<file path="src/rtl/fifo_unpack.sv">
// Read-side width converter: pops WIDTH-bit words from a FWFT FIFO
// and streams them out as OUT_WIDTH-bit chunks over valid/ready.
module fifo_unpack #(
  parameter int WIDTH     = 32,
  parameter int OUT_WIDTH = 8,
  parameter bit MSB_FIRST = 1'b0
) (
  input  logic                 clk,
  input  logic                 reset,
  input  logic [WIDTH-1:0]     fifo_dout,
  input  logic                 fifo_empty,
  output logic                 fifo_rd_en,
  output logic [OUT_WIDTH-1:0] out_data,
  output logic                 out_valid,
  input  logic                 out_ready,
  output logic                 out_last,
  output logic [15:0]          words_popped
);

  localparam int R  = WIDTH / OUT_WIDTH;
  localparam int IW = (R > 1) ? $clog2(R) : 1;
  localparam logic [IW-1:0] IDX_LAST = IW'(R - 1);

  logic [WIDTH-1:0] sh_q, sh_d;
  logic [IW-1:0]    idx_q, idx_d;
  logic             vld_q, vld_d;
  logic [15:0]      cnt_q, cnt_d;

  logic accept;
  logic last;
  logic slot_free;

  assign last       = vld_q & (idx_q == IDX_LAST);
  assign accept     = vld_q & out_ready;
  assign slot_free  = ~vld_q | (accept & last);
  // No path from fifo_dout, so no loop through the FIFO.
  assign fifo_rd_en = ~reset & ~fifo_empty & slot_free;

  always_comb begin
    sh_d  = sh_q;
    idx_d = idx_q;
    vld_d = vld_q;
    cnt_d = cnt_q;
    if (fifo_rd_en) begin
      sh_d  = fifo_dout;
      idx_d = '0;
      vld_d = 1'b1;
      cnt_d = cnt_q + 16'd1;
    end else if (accept && !last) begin
      if (MSB_FIRST) sh_d = sh_q << OUT_WIDTH;
      else           sh_d = sh_q >> OUT_WIDTH;
      idx_d = idx_q + 1'b1;
    end else if (accept && last) begin
      vld_d = 1'b0;
    end
  end

  always_ff @(posedge clk) begin
    if (reset) begin
      sh_q  <= '0;
      idx_q <= '0;
      vld_q <= 1'b0;
      cnt_q <= '0;
    end else begin
      sh_q  <= sh_d;
      idx_q <= idx_d;
      vld_q <= vld_d;
      cnt_q <= cnt_d;
    end
  end

  generate
    if (MSB_FIRST) begin : g_msb
      assign out_data = sh_q[WIDTH-1 -: OUT_WIDTH];
    end else begin : g_lsb
      assign out_data = sh_q[OUT_WIDTH-1:0];
    end
  endgenerate

  assign out_valid    = vld_q;
  assign out_last     = last;
  assign words_popped = cnt_q;

endmodule

</file>
<file path="config.mk">
export PLATFORM = sky130hd
export DESIGN_NAME = fifo_unpack
export DESIGN_NICKNAME = d
export VERILOG_FILES = /design/src/rtl/fifo_unpack.sv
export SDC_FILE = /design/constraint.sdc
export NUM_CORES = 1
export LEC_CHECK = 0
export CAP_MARGIN = 40
export CORE_UTILIZATION = 42
export DETAILED_ROUTE_END_ITERATION = 10
export PLACE_DENSITY_LB_ADDON = 0.15
export SLEW_MARGIN = 0
export SYNTH_ARGS = -nofsm -noshare
export SYNTH_HDL_FRONTEND = slang
export SYNTH_SLANG_ARGS = --single-unit
</file>
<file path="constraint.sdc">
create_clock -name clk -period 2 [get_ports clk]
set_clock_uncertainty 0.1 [all_clocks]
set_input_delay 0.6 -clock clk [delete_from_list [all_inputs] [get_ports clk]]
set_output_delay 0.6 -clock clk [all_outputs]
set_load 0.05 [all_outputs]
</file>
==> results by group <==
Clocking
  – Reg clk slew, reported paths: 90 ps
  – CTS tree: done
  – Clk_lat worst skew: 300 ps
  – Root buf cell: clkbuf_8
  – TritonCTS Buffers: 5
  – Clk buf depth: 2
  – Clock Sinks: 51
  – CTS H-tree lvls: 2

Power and ir drop
  – Worst VDD drop: 445 uV
  – P_leak: 1.14 nW
  – Logic pwr share: 0.174
  – PnR Total Power: 0.00208 W
  – Register share of total power: 0.525
  – Psw: 0.000560 W
  – Switching share of total power: 0.269
  – Clk pwr share: 0.301
  – Cell Pwr Density: 664 mW/mm^2
  – Internal power: 0.00152 W

Floorplan
  – Core area: 0.00485 mm^2
  – Starting Density: 0.450
  – Die Height: 74.0 um
  – Rows: 25
  – Die W: 74.0 um
  – I/O pin total: 63
  – Die Area: 0.00548 mm^2

Critical path
  – Slowest stage delay, CP: 350 ps
  – CP Capture Type: primary output
  – Worst R2R Path Depth: 6
  – Worst EP required: 1300 ps
  – Reg2reg end: words_popped[14]
  – Startpoint types: register
  – Critical-path cell list: ha_4, a21bo_4, nand2b_4, nor2_4, buf_12
  – Delay-heaviest family, CP: flip-flops
  – Critical path's slowest cell: dfxtp_2
  – Data arrival, critical path: 1290 ps
  – Crit Path Category: reg -> out
  – Crit Path Max Fanout: 3
  – CP bufs+invs: 1
  – R2r startpoint: idx_q[0]
  – R2R setup slack: 80 ps

Route
  – Total Wirelength: 5220 um
  – DR iter-0 viols: 129
  – Via/cell ratio: 5.18
  – First drt pass iteration count: 4
  – Post-route DRC: 0
  – DR WL/cell: 13.5 um
  – Total number of vias: 2003
  – Post-route ant nets: 0

Timing
  – Final Hold Vio Count: 0
  – Headroom to the max-slew limit: 0.643
  – Tightest Pin Transition: 535 ps
  – Max Freq: 502 MHz
  – Final period util: 0.997
  – RSZ-0062 raised after global routing: true
  – Final worst path period need: 1990 ps
  – Final Max Tran Viols: 0
  – Final setup viols: 0

Cells and area
  – Area growth, synth to finish: 43.7%
  – Number of diodes: 0
  – Nets: 357
  – Finished Cell Area: 0.00313 mm^2
  – Share of layout cells above drive strength 1: 0.247

Synth
  – Yosys top cell by area: dfxtp_1
  – Synth cell types: 35
  – Seq/Total Area, Yosys: 0.468
  – Yosys warning total: 0
  – Seq cells post-synth: 51
  – Syn Inst Count: 255
  – Top-area cell type share of the netlist area: 0.468
  – Synth Area per Inst: 8.55 um^2
  – Synthesized cell area: 0.00218 mm^2
  – Syn_nets: 293
  – Synth area leaders: dfxtp_1 47%, a21oi_1 8.0%, nand2_1 7.4%

Global routing
  – Largest net degree at the start of global routing: 52
  – Vias in the first global route: 1850
  – Grt total ovfl: 0
  – Global-route wire length before repair: 8560 um
  – GR Util All Layers: 0.200
  – Initial antenna violation count: 0

Placed design
  – DP HPWL: 3590 um
  – Final RePlAce weighted congestion: 0.804
  – Placed inst area: 0.00298 mm^2
  – I/O Buffers: 62

Run status
  – Status: complete, no violations

Hold path
  – Hold Crit Depth: 2
  – Worst Min Path Start: sh_q[23]
  – Hold Path End: sh_q[23]
  – Worst hold path type: reg -> reg

Flow run
  – Max cap viols: 0
==> area by class of cell <==
cell class / instances / area [um^2]
Fill cell: 419 / 1720
Multi-Input combinational cell: 178 / 1060
Sequential cell: 51 / 1040
Timing Repair Buffer: 83 / 850
Tap cell: 67 / 83.8
Clock buffer: 6 / 82.6
Clock inverter: 2 / 15.0
==> sequential cells by signal, indices dropped and copies added, names as in the netlist <==
signal        count
idx_q             2
out_valid         1
sh_q             32
words_popped     16
==> worst max path at each step <==
stage / start / to / slack, ps / depth (start not counted)
3_3_place_gp: out_ready / words_popped[14] / -500 / 5
4_1_cts: idx_q[1] / fifo_rd_en / -20 / 5
2_1_floorplan: reset / words_popped[14] / 30 / 6
5_1_grt: idx_q[0] / fifo_rd_en / -40 / 5
3_5_place_dp: out_ready / words_popped[10] / -550 / 5
6_report: idx_q[0] / fifo_rd_en / 7 / 5
==> stage by stage <==
stage | cells | hold slack (ps) | setup TNS (ps) | worst slack, ps | util
6_report | 387 | 359 | 0 | 6.84 | 0.646
5_1_grt | 387 | 379 | -41.2 | -41.2 | 0.646
4_1_cts | 387 | 360 | -15.4 | -15.4 | 0.646
3_5_place_dp | 376 | 347 | -11060 | -547 | 0.615
3_3_place_gp | 376 | 343 | -9730 | -504 | 0.615
2_1_floorplan | 255 | 336 | 0 | 34.9 | -
==> tightest hold or removal path: stages, from the launching register on <==
cell     delay, ps
dfxtp_1        320
nand2_1         50
a21oi_1         50
==> per-layer routing <==
metal	vias up	track usage	wire length [um]
li1	1020	-	-
met1	921	0.284	2530
met2	60	0.299	2400
met3	2	0.0528	269
met4	0	0.0534	19
met5	-	0	0
==> power by group through the flow <==
stage	registers, W	clock network [W]	logic [W]
2_1_floorplan	0.00112	0	0.000194
3_3_place_gp	0.00111	0	0.000353
3_5_place_dp	0.00111	0	0.000355
4_1_cts	0.00109	0.000646	0.000363
5_1_grt	0.00110	0.000686	0.000391
6_report	0.00109	0.000625	0.000362
==> cells by family after synthesis <==
group,synth area share
adders and majority gates,0.0115
AOI/OAI and AO/OA,0.200
and+or+nand+nor,0.212
muxes,0.00459
buffers and inverters,0.0631
xor gates and xnor gates,0.0402
DFF,0.468
==> layout by cell type, fill, tap and decap left out, drive strengths merged <==
| master | n |
|---|---|
| nand3 | 10 |
| o31ai | 3 |
| and3b | 1 |
| buf | 51 |
| nand4b | 1 |
| dfxtp | 51 |
| or3 | 3 |
| nand2b | 3 |
| clkdlybuf4s50 | 32 |
| nand4 | 3 |
| clkinv | 1 |
| mux2i | 1 |
| a21boi | 1 |
| and2 | 1 |
| nor4 | 1 |
| ha | 2 |
| a21bo | 1 |
| or2 | 1 |
| xor2 | 2 |
| o21ai | 3 |
| a21oi | 35 |
| xnor2 | 8 |
| clkbuf | 6 |
| or4 | 4 |
| nor4b | 1 |
| nand2 | 43 |
| nor3 | 4 |
| nor2 | 16 |
| a311oi | 5 |
| o21a | 1 |
| a22oi | 19 |
| nor3b | 2 |
| nand3b | 2 |
| inv | 1 |
| and4 | 1 |
==> repair_timing <==
action / 4_1_cts / 5_1_grt
resized for setup: 17 / 0
hold buffers: 0 / 0
buffers inserted: 3 / 0
pin swaps: 3 / 3
endpoints found under the setup margin: 9 / 2
==> Yosys cell counts <==
library cell,count
dfxtp_1,51
nand2_1,43
a21oi_1,35
a22oi_1,19
nor2_1,16
clkbuf_1,14
nand3_1,10
buf_4,8
xnor2_1,8
a311oi_1,5
nor3_1,4
or4_1,4
nand2b_1,3
nand4_1,3
o21ai_0,3
o31ai_1,3
or3_1,3
buf_2,2
ha_1,2
nand3b_1,2
nor3b_1,2
xor2_1,2
a21bo_2,1
a21boi_4,1
and2_1,1
and3b_2,1
and4_1,1
buf_1,1
buf_6,1
mux2i_1,1
nand4b_1,1
nor4_1,1
nor4b_1,1
o21a_1,1
or2_2,1
Power figures use the tool's default switching activity.
